--- src/rtl/hdmi_cfg_sequencer.sv ---
// Avalon-MM write master that programs the HDMI pattern/sync generator.
// On start it optionally reloads the 256-entry gamma LUT with gamma held off,
// then commits pattern mode and gamma enable on a vsync rising edge (or on
// timeout) so that visible changes land between frames.
//
// state      | meaning
// -----------+---------------------------------------------------------
// S_IDLE     | waiting for start; cfg_* latched into shadows on accept
// S_WR_GOFF  | writing addr 1 = 0, gamma off while the LUT is rewritten
// S_WR_LADDR | writing addr 2 = LUT index
// S_WR_LDATA | writing addr 3 = f(index)
// S_WAIT_VS  | waiting for a fresh vsync rising edge or the timeout
// S_WR_MODE  | writing addr 0 = pattern mode
// S_WR_GEN   | writing addr 1 = gamma enable
// S_DONE     | one-cycle done pulse, busy drops on the next cycle
module hdmi_cfg_sequencer #(
  parameter int unsigned VS_TIMEOUT = 2000000,
  parameter bit          VS_SYNC_EN = 1'b1
) (
  input  logic        clk,
  input  logic        reset_n,
  input  logic        start,
  input  logic [2:0]  cfg_mode,
  input  logic        cfg_gamma_en,
  input  logic        cfg_load_lut,
  input  logic [1:0]  cfg_curve,
  input  logic        hdmi_vs,
  output logic [2:0]  avm_address,
  output logic        avm_write,
  output logic [31:0] avm_writedata,
  input  logic        avm_waitrequest,
  output logic        busy,
  output logic        done,
  output logic        vs_timeout
);

  typedef enum logic [2:0] {
    S_IDLE, S_WR_GOFF, S_WR_LADDR, S_WR_LDATA,
    S_WAIT_VS, S_WR_MODE, S_WR_GEN, S_DONE
  } state_t;

  localparam int unsigned   TW      = $clog2(VS_TIMEOUT + 1);
  localparam logic [TW-1:0] TO_LAST = TW'(VS_TIMEOUT - 1);

  state_t        state_q;
  logic [2:0]    mode_q;
  logic          gamma_en_q;
  logic [1:0]    curve_q;
  logic [7:0]    idx_q;
  logic [TW-1:0] to_cnt_q;
  logic          vs_d_q;
  logic [2:0]    addr_q;
  logic          write_q;
  logic [31:0]   wdata_q;
  logic          busy_q;
  logic          done_q;
  logic          vs_timeout_q;

  logic vs_rise;
  logic wr_done;

  // Gamma curve value for one LUT index.
  function automatic logic [7:0] curve_f(input logic [1:0] c, input logic [7:0] i);
    logic [15:0] sq;
    sq = {8'd0, i} * {8'd0, i};
    case (c)
      2'd0:    curve_f = i;
      2'd1:    curve_f = ~i;
      2'd2:    curve_f = sq[15:8];
      default: curve_f = {8{i[7]}};
    endcase
  endfunction

  assign vs_rise = hdmi_vs & ~vs_d_q;
  // write_q is always high in the WR_* states, so only the stall matters
  assign wr_done = ~avm_waitrequest;

  // Vsync delayed copy, sampled in every state so it is valid on WAIT_VS entry.
  always_ff @(posedge clk or negedge reset_n) begin
    if (!reset_n) vs_d_q <= 1'b0;
    else          vs_d_q <= hdmi_vs;
  end

  // Sequencer FSM with registered bus and status outputs.
  always_ff @(posedge clk or negedge reset_n) begin
    if (!reset_n) begin
      state_q      <= S_IDLE;
      mode_q       <= '0;
      gamma_en_q   <= 1'b0;
      curve_q      <= '0;
      idx_q        <= '0;
      to_cnt_q     <= '0;
      addr_q       <= '0;
      write_q      <= 1'b0;
      wdata_q      <= '0;
      busy_q       <= 1'b0;
      done_q       <= 1'b0;
      vs_timeout_q <= 1'b0;
    end else begin
      done_q <= 1'b0;
      case (state_q)
        S_IDLE: begin
          if (start) begin
            mode_q       <= cfg_mode;
            gamma_en_q   <= cfg_gamma_en;
            curve_q      <= cfg_curve;
            busy_q       <= 1'b1;
            vs_timeout_q <= 1'b0;
            to_cnt_q     <= '0;
            if (cfg_load_lut) begin
              state_q <= S_WR_GOFF;
              write_q <= 1'b1;
              addr_q  <= 3'd1;
              wdata_q <= '0;
            end else begin
              state_q <= S_WAIT_VS;
            end
          end
        end
        S_WR_GOFF: begin
          if (wr_done) begin
            idx_q   <= '0;
            state_q <= S_WR_LADDR;
            addr_q  <= 3'd2;
            wdata_q <= '0;
          end
        end
        S_WR_LADDR: begin
          if (wr_done) begin
            state_q <= S_WR_LDATA;
            addr_q  <= 3'd3;
            wdata_q <= {24'd0, curve_f(curve_q, idx_q)};
          end
        end
        S_WR_LDATA: begin
          if (wr_done) begin
            if (idx_q == 8'hFF) begin
              state_q  <= S_WAIT_VS;
              write_q  <= 1'b0;
              addr_q   <= '0;
              wdata_q  <= '0;
              to_cnt_q <= '0;
            end else begin
              idx_q   <= idx_q + 8'd1;
              state_q <= S_WR_LADDR;
              addr_q  <= 3'd2;
              wdata_q <= {24'd0, idx_q + 8'd1};
            end
          end
        end
        S_WAIT_VS: begin
          // an edge on the last timeout cycle wins, leaving vs_timeout clear
          if (!VS_SYNC_EN || vs_rise || (to_cnt_q == TO_LAST)) begin
            if (VS_SYNC_EN && !vs_rise) vs_timeout_q <= 1'b1;
            state_q <= S_WR_MODE;
            write_q <= 1'b1;
            addr_q  <= 3'd0;
            wdata_q <= {29'd0, mode_q};
          end else begin
            to_cnt_q <= to_cnt_q + TW'(1);
          end
        end
        S_WR_MODE: begin
          if (wr_done) begin
            state_q <= S_WR_GEN;
            addr_q  <= 3'd1;
            wdata_q <= {31'd0, gamma_en_q};
          end
        end
        S_WR_GEN: begin
          if (wr_done) begin
            state_q <= S_DONE;
            write_q <= 1'b0;
            addr_q  <= '0;
            wdata_q <= '0;
            done_q  <= 1'b1;
          end
        end
        S_DONE: begin
          busy_q  <= 1'b0;
          state_q <= S_IDLE;
        end
        default: state_q <= S_IDLE;
      endcase
    end
  end

  assign avm_address   = addr_q;
  assign avm_write     = write_q;
  assign avm_writedata = wdata_q;
  assign busy          = busy_q;
  assign done          = done_q;
  assign vs_timeout    = vs_timeout_q;

endmodule

--- config.mk ---
export PLATFORM = sky130hd
export DESIGN_NAME = hdmi_cfg_sequencer
export DESIGN_NICKNAME = d
export VERILOG_FILES = /design/src/rtl/hdmi_cfg_sequencer.sv
export SDC_FILE = /design/constraint.sdc
export NUM_CORES = 1
export LEC_CHECK = 0
export ABC_CLOCK_PERIOD_IN_PS = 4500
export BUFFER_PORTS_ARGS = -buffer_cell sky130_fd_sc_hd__buf_2
export CAP_MARGIN = 20
export CORE_MARGIN = 4
export CORE_UTILIZATION = 56
export CTS_BUF_LIST = sky130_fd_sc_hd__clkbuf_4
export DETAILED_ROUTE_END_ITERATION = 16
export GPL_ROUTABILITY_DRIVEN = 1
export PLACE_DENSITY_LB_ADDON = 0.25
export SLEW_MARGIN = 5
export SYNTH_ARGS = -nofsm -noshare
export SYNTH_HDL_FRONTEND = slang
export SYNTH_SLANG_ARGS = --single-unit
export TNS_END_PERCENT = 100
--- constraint.sdc ---
create_clock -name clk -period 4.5 [get_ports clk]
set_input_delay 0.45 -clock clk [delete_from_list [all_inputs] [get_ports clk]]
set_output_delay 0.45 -clock clk [all_outputs]
set_load 0.1 [all_outputs]
==> results_dict.tcl, run 1 <==
set metrics [dict create \
    grt_pass1_wl_um 20340 \
    synthDistinctLibCells 74 \
    dp_hpwl_um 9134 \
    initial_core_util 0.5779 \
    antenna_found_initial 0 \
    synth_area_um2 5040 \
    rr_startpoint "idx_q[5]" \
    gr-total-overflow 0 \
    numClockSinks 53 \
    endpoint "avm_writedata[6]" \
    place.gp.congestion 0.8572 \
    core_area_um2 8721 \
    critPathCaptureType "flip-flop" \
    via_per_inst 5.931 \
    path_common_cell "fa_1" \
    async_reset_ff_frac 1.000 \
    finalClockSkew_ns 0.02793 \
    cts_tree "yes" \
    cp.depth 15 \
    num_rows 34 \
    avgSynthCellArea_um2 8.542 \
    synth_top_cell_by_area "dfrtp_1" \
    crit_path_max_fanout 3 \
    wirelength_um 12180 \
    clock_latency_ns 0.38 \
    port_buffers 25 \
    critical_path_class "reg2reg" \
    hold_violations 0 \
    power_uw 2470 \
    synth_ff_type "dfrtp_1" \
    worst-r2r-cell-count 15 \
    gr-usage-all-layers 0.2410 \
    critPathLaunchType "flip-flop" \
    hold_buffers 0 \
    cts_made_buffers 5 \
    pin_count 51 \
    ant_nets 0 \
    syn_inst 590 \
    cts.htree.levels 2 \
    fmax_ghz 0.2259 \
    synth-xor-area-share 0.05561 \
    power_leakage_uw 0.002611 \
    synthSimpleGateAreaFrac 0.1830 \
    cellPowerDensity_nw_per_um2 449.3 \
    synth.most_common_cell "inv_1" \
    crit_buf_inv 3 \
    synth_top_family_by_area "simple AND/OR/NAND/NOR gates" \
    max_stage_delay_ns 0.55 \
    ys_top_cells_by_area "dfrtp_1, fa_1, ha_1" \
    drc 0 \
    cts_root_buffer "clkbuf_4" \
    critPathRequiredTime_ns 4.80 \
    worst_ep_arrival_time_ns 4.73 \
    ir_worst_vdd_mv 0.6329 \
    area_growth_pct 9.086 \
    drv_slew 0 \
    synth_compound_area_frac 0.1728 \
    crit_family "adder cells" \
    synth_top_area_frac 0.2632 \
    cap_violations 0 \
    dpl.cell_count 715 \
    final_cells 727 \
    die_h_um 102.9 \
    die-area_um2 10580 \
    wl_per_cell_um 16.75 \
    ys_warn_count 0 \
    crit_start "idx_q[5]" \
    drive_gt1_frac 0.1729 \
    yosys.area_share.adder 0.1773 \
    grt_setup_unrepaired "true" \
    firstDrtPassIters 4 \
    dr_total_vias 4312 \
    nNetsFinal 687 \
    grt_max_degree 54 \
    status "complete, no violations" \
    rrSetupSlack_ns 0.07 \
    num_antenna_cells 0 \
    fin_crit_ns 4.426 \
    grt_pass1_vias 4097 \
    tightest_slew_ns 0.8273 \
    relSlewSlack 0.4434 \
    yosysSeqAreaShare 0.2632 \
    synth_mux_area_frac 0.03848 \
    path_clk_slew_ns 0.17 \
    fin_crit_sh 0.9836 \
    clk_path_buf_depth 2 \
    min_path_type "in2async" \
    setup_viol 0 \
    cp_cell_sequence "buf_4 -> and2_4 -> fa_1 -> fa_2 -> inv_1 -> fa_1 -> fa_1 -> inv_2 -> ha_4 -> nand4_1 -> a21oi_4 -> o311ai_4 -> or3_1 -> a31o_2 -> a22o_1" \
    ys_seq_elements 53 \
    drt_iter0_drc 364 \
    crit_slowest_cell "fa_2" \
    synthTopCellsByCount "inv_1, nor2_1, dfrtp_1, nand2_1, ha_1" \
    dieWidth_um 102.9 \
    worstReg2RegEnd "avm_writedata[6]" \
    synth_edf_count 0 \
]
==> metal layers <==
layer | wire [µm] | global-route usage
met1 | 5379 | 0.3529
met2 | 5761 | 0.3868
met4 | 165 | 0.04980
met3 | 871 | 0.02977
met5 | 0 | 0
==> stage by stage <==
step	hold slack [ns]	setup slack [ns]	utilization	instance area, µm²	TNS [ns]
2_1_floorplan	0.1544	0.004419	-	5175	0
3_3_place_gp	0.4919	-0.03382	0.6056	5281	-0.03382
3_5_place_dp	0.4978	-0.1389	0.6056	5281	-0.2194
4_1_cts	0.1633	0.002601	0.6189	5398	0
5_1_grt	0.1483	-0.09865	0.6304	5498	-0.2963
6_report	0.1722	0.07358	0.6304	5498	0
==> repair_timing <==
| action | in CTS | in global routing |
|---|---|---|
| buffers inserted | 0 | 3 |
| setup endpoints to repair | 5 | 7 |
| resized for setup | 7 | 21 |
| pin swaps | 12 | 22 |
| hold endpoints to repair | 0 | 0 |
==> final cells by class <==
cell class / count / area, µm²
well taps: 108 / 135.1
clock inverters: 3 / 41.29
flip-flops and latches: 53 / 1328
repair buffers: 53 / 347.8
inverters: 61 / 229.0
fillers: 746 / 3223
multi-input cells: 444 / 3379
clock buffers: 5 / 37.54
==> layout by cell type, fill, tap and decap left out, drive strengths merged, types with 3 or more instances in the layout <==
master / instances
a2111oi: 5
a211o: 3
a211oi: 15
a21o: 4
a21oi: 24
a22o: 5
a31o: 3
a31oi: 3
and2: 17
and3: 3
buf: 52
clkbuf: 5
conb: 25
dfrtp: 53
fa: 24
ha: 33
inv: 61
mux2: 11
mux2i: 7
nand2: 46
nand2b: 5
nand3: 22
nand4: 8
nor2: 57
nor2b: 5
nor3: 12
nor4: 7
o21ai: 23
o31ai: 3
o41ai: 4
xnor2: 26
xor2: 6
==> worst min-delay path by stage <==
stage | startpoint | endpoint | slack [ns] | cells after the start
final | reset_n | done | 0.17 | 2
after global routing | hdmi_vs | vs_d_q | 0.15 | 1
after CTS | hdmi_vs | vs_d_q | 0.16 | 1
after detailed placement | avm_writedata[0] | avm_writedata[0] | 0.50 | 1
after global placement | mode_q[0] | mode_q[0] | 0.49 | 1
after floorplan | reset_n | avm_address[0] | 0.15 | 0
==> logic make-up after synthesis <==
| logic type | after synthesis |
|---|---|
| AO/OA/AOI/OAI | 121 |
| XOR/XNOR | 32 |
| adder cells (fa/ha/maj) | 57 |
| buffers and inverters | 117 |
| flip-flops | 53 |
| multiplexers | 18 |
| other | 1 |
| AND/OR/NAND/NOR | 191 |
==> where the power goes <==
part | switching [µW] | internal (µW)
clock | 157 | 115
combinational | 1040 | 431
sequential | 146 | 580
total | 1340 | 1130
==> flip-flops by register name (all words and copies together) (netlist names), 2 cells and up <==
register       count
avm_writedata      8
curve_q            2
mode_q             3
to_cnt_q          21
state_q            3
idx_q              8
avm_address        2
==> worst register-to-register path: stages (launching register included) <==
cell	delay (ns)
dfrtp_1	0.41
buf_4	0.14
and2_4	0.16
fa_1	0.49
fa_2	0.55
inv_1	0.05
fa_1	0.47
fa_1	0.52
inv_2	0.05
ha_4	0.27
nand4_1	0.13
a21oi_4	0.22
o311ai_4	0.14
or3_1	0.33
a31o_2	0.24
a22o_1	0.19
Note: power is estimated with default switching activity, not from simulation.
==> run 2: changes to the inputs <==
--- a/config.mk
+++ b/config.mk
@@ -8,8 +8,10 @@
 export ABC_CLOCK_PERIOD_IN_PS = 4500
 export BUFFER_PORTS_ARGS = -buffer_cell sky130_fd_sc_hd__buf_2
 export CAP_MARGIN = 20
+export CELL_PAD_IN_SITES_DETAIL_PLACEMENT = 0
+export CELL_PAD_IN_SITES_GLOBAL_PLACEMENT = 1
 export CORE_MARGIN = 4
-export CORE_UTILIZATION = 56
+export CORE_UTILIZATION = 42
 export CTS_BUF_LIST = sky130_fd_sc_hd__clkbuf_4
 export DETAILED_ROUTE_END_ITERATION = 16
 export GPL_ROUTABILITY_DRIVEN = 1
==> run 2 against run 1 <==
Compared with the run above:
- setup slack got worse by 0.0054 ns
- utilization decreased by 14 points
- final area increased by 2.8%
- largest power group unchanged
- maximum frequency decreased by 0.12%
- die area increased by 31%
==> results_dict.tcl, run 2 (same netlist as run 1, synthesis figures left out) <==
set metrics [dict create \
    status "complete, no violations" \
    wl_per_cell_um 16.28 \
    min_path_type "in2async" \
    drc 0 \
    nNetsFinal 703 \
    endpoint "avm_writedata[6]" \
    cap_violations 0 \
    seqCellArea_um2 1326 \
    area_growth_pct 12.19 \
    dpl.cell_count 760 \
    clk_path_buf_depth 2 \
    cts_tree "yes" \
    hold_buffers 0 \
    dieWidth_um 117.5 \
    critPathRequiredTime_ns 4.78 \
    worst-r2r-cell-count 15 \
    power_leakage_uw 0.002679 \
    place.gp.congestion 0.8485 \
    dr_total_vias 4210 \
    pin_count 51 \
    numClockSinks 53 \
    largest_reg_flops 21 \
    firstDrtPassIters 4 \
    antenna_found_initial 0 \
    clock_latency_ns 0.39 \
    fin_crit_ns 4.432 \
    critPathCaptureType "flip-flop" \
    drive_gt1_frac 0.1906 \
    ant_nets 0 \
    rr_startpoint "idx_q[5]" \
    num_antenna_cells 0 \
    critical_path_class "reg2reg" \
    core_area_um2 11560 \
    final_cells 778 \
    cts.htree.levels 2 \
    port_buffers 25 \
    worst_ep_arrival_time_ns 4.71 \
    num_rows 39 \
    crit_start "idx_q[5]" \
    cts_made_buffers 5 \
    dp_hpwl_um 9716 \
    tightest_slew_ns 0.8188 \
    grt_setup_unrepaired "true" \
    wirelength_um 12660 \
    relSlewSlack 0.4491 \
    die_h_um 117.5 \
    drt_iter0_drc 266 \
    initial_core_util 0.4358 \
    cts_root_buffer "clkbuf_4" \
    multi_input_area_um2 3364 \
    critPathLaunchType "flip-flop" \
    fmax_ghz 0.2256 \
    gr-usage-all-layers 0.1826 \
    grt_pass1_vias 4226 \
    tns_ns 0 \
    n_fill_cell 1122 \
    grt_pass1_wl_um 21170 \
    top_register "to_cnt_q" \
    rrSetupSlack_ns 0.07 \
    cellPowerDensity_nw_per_um2 441.4 \
    fin_util 0.4889 \
    fin_crit_sh 0.9848 \
    drv_slew 0 \
    setup_viol 0 \
    final_common_cell "nor2_1" \
    worstReg2RegEnd "avm_writedata[6]" \
    final_cell_mix "nor2_1, inv_1, dfrtp_1, nand2_1, buf_4" \
    whs_ns 0.1546 \
    hold_violations 0 \
    gr-total-overflow 0 \
    die-area_um2 13820 \
    path_clk_slew_ns 0.18 \
    ir_worst_vdd_mv 0.3313 \
    crit_path_max_fanout 4 \
    finalClockSkew_ns 0.01916 \
    grt_max_degree 54 \
    via_per_inst 5.411 \
]
-- run 2: report_power, final --
part	switching [µW]	internal [µW]
logic	1080	436
registers	118	580
clock network	163	118
total	1360	1130
-- run 2: final cells by class --
cell class	instances	share of cell area
clock buffers	5	0.006639
clock inverters	3	0.008188
inverters	61	0.04050
multi-input cells	444	0.5950
flip-flops and latches	53	0.2346
well taps	143	0.03164
repair buffers	69	0.08343
-- run 2: layer usage --
layer | vias up | GRT usage | wire, µm
li1 | 2071 | - | -
met1 | 2014 | 0.2720 | 6141
met2 | 109 | 0.2865 | 5657
met3 | 16 | 0.02643 | 701
met4 | 0 | 0.03004 | 161
met5 | - | 0 | 0
-- run 2: critical path: stages, from the launching register on --
cell      delay, ns
dfrtp_1        0.43
buf_6          0.13
and2_4         0.16
fa_1           0.48
fa_1           0.59
inv_2          0.05
fa_2           0.52
fa_1           0.42
inv_2          0.08
ha_4           0.20
and2_4         0.13
a22o_4         0.24
o311ai_4       0.34
o211ai_1       0.15
a31o_2         0.22
a22o_1         0.19
-- run 2: through the flow --
stage,power (µW),cell area [µm²],setup slack (ns)
floorplan,1895,5175,0.004419
global placement,2189,5400,-0.08318
detailed placement,2200,5400,-0.1421
CTS,2486,5549,0.0009868
global route,2663,5654,-0.1280
finish,2496,5654,0.06822
-- run 2: how the worst min path moves through the flow --
| stage | startpoint | endpoint |
|---|---|---|
| floorplan | reset_n | avm_address[0] |
| global placement | mode_q[0] | mode_q[0] |
| detailed placement | avm_writedata[0] | avm_writedata[0] |
| CTS | reset_n | to_cnt_q[16] |
| global route | hdmi_vs | vs_d_q |
| finish | reset_n | to_cnt_q[16] |
-- run 2: what timing repair did --
action                                  in CTS  in global routing
gates resized for setup                     12                 15
setup buffers                                3                  7
endpoints found under the setup margin       5                  7
pin swaps                                   15                 22
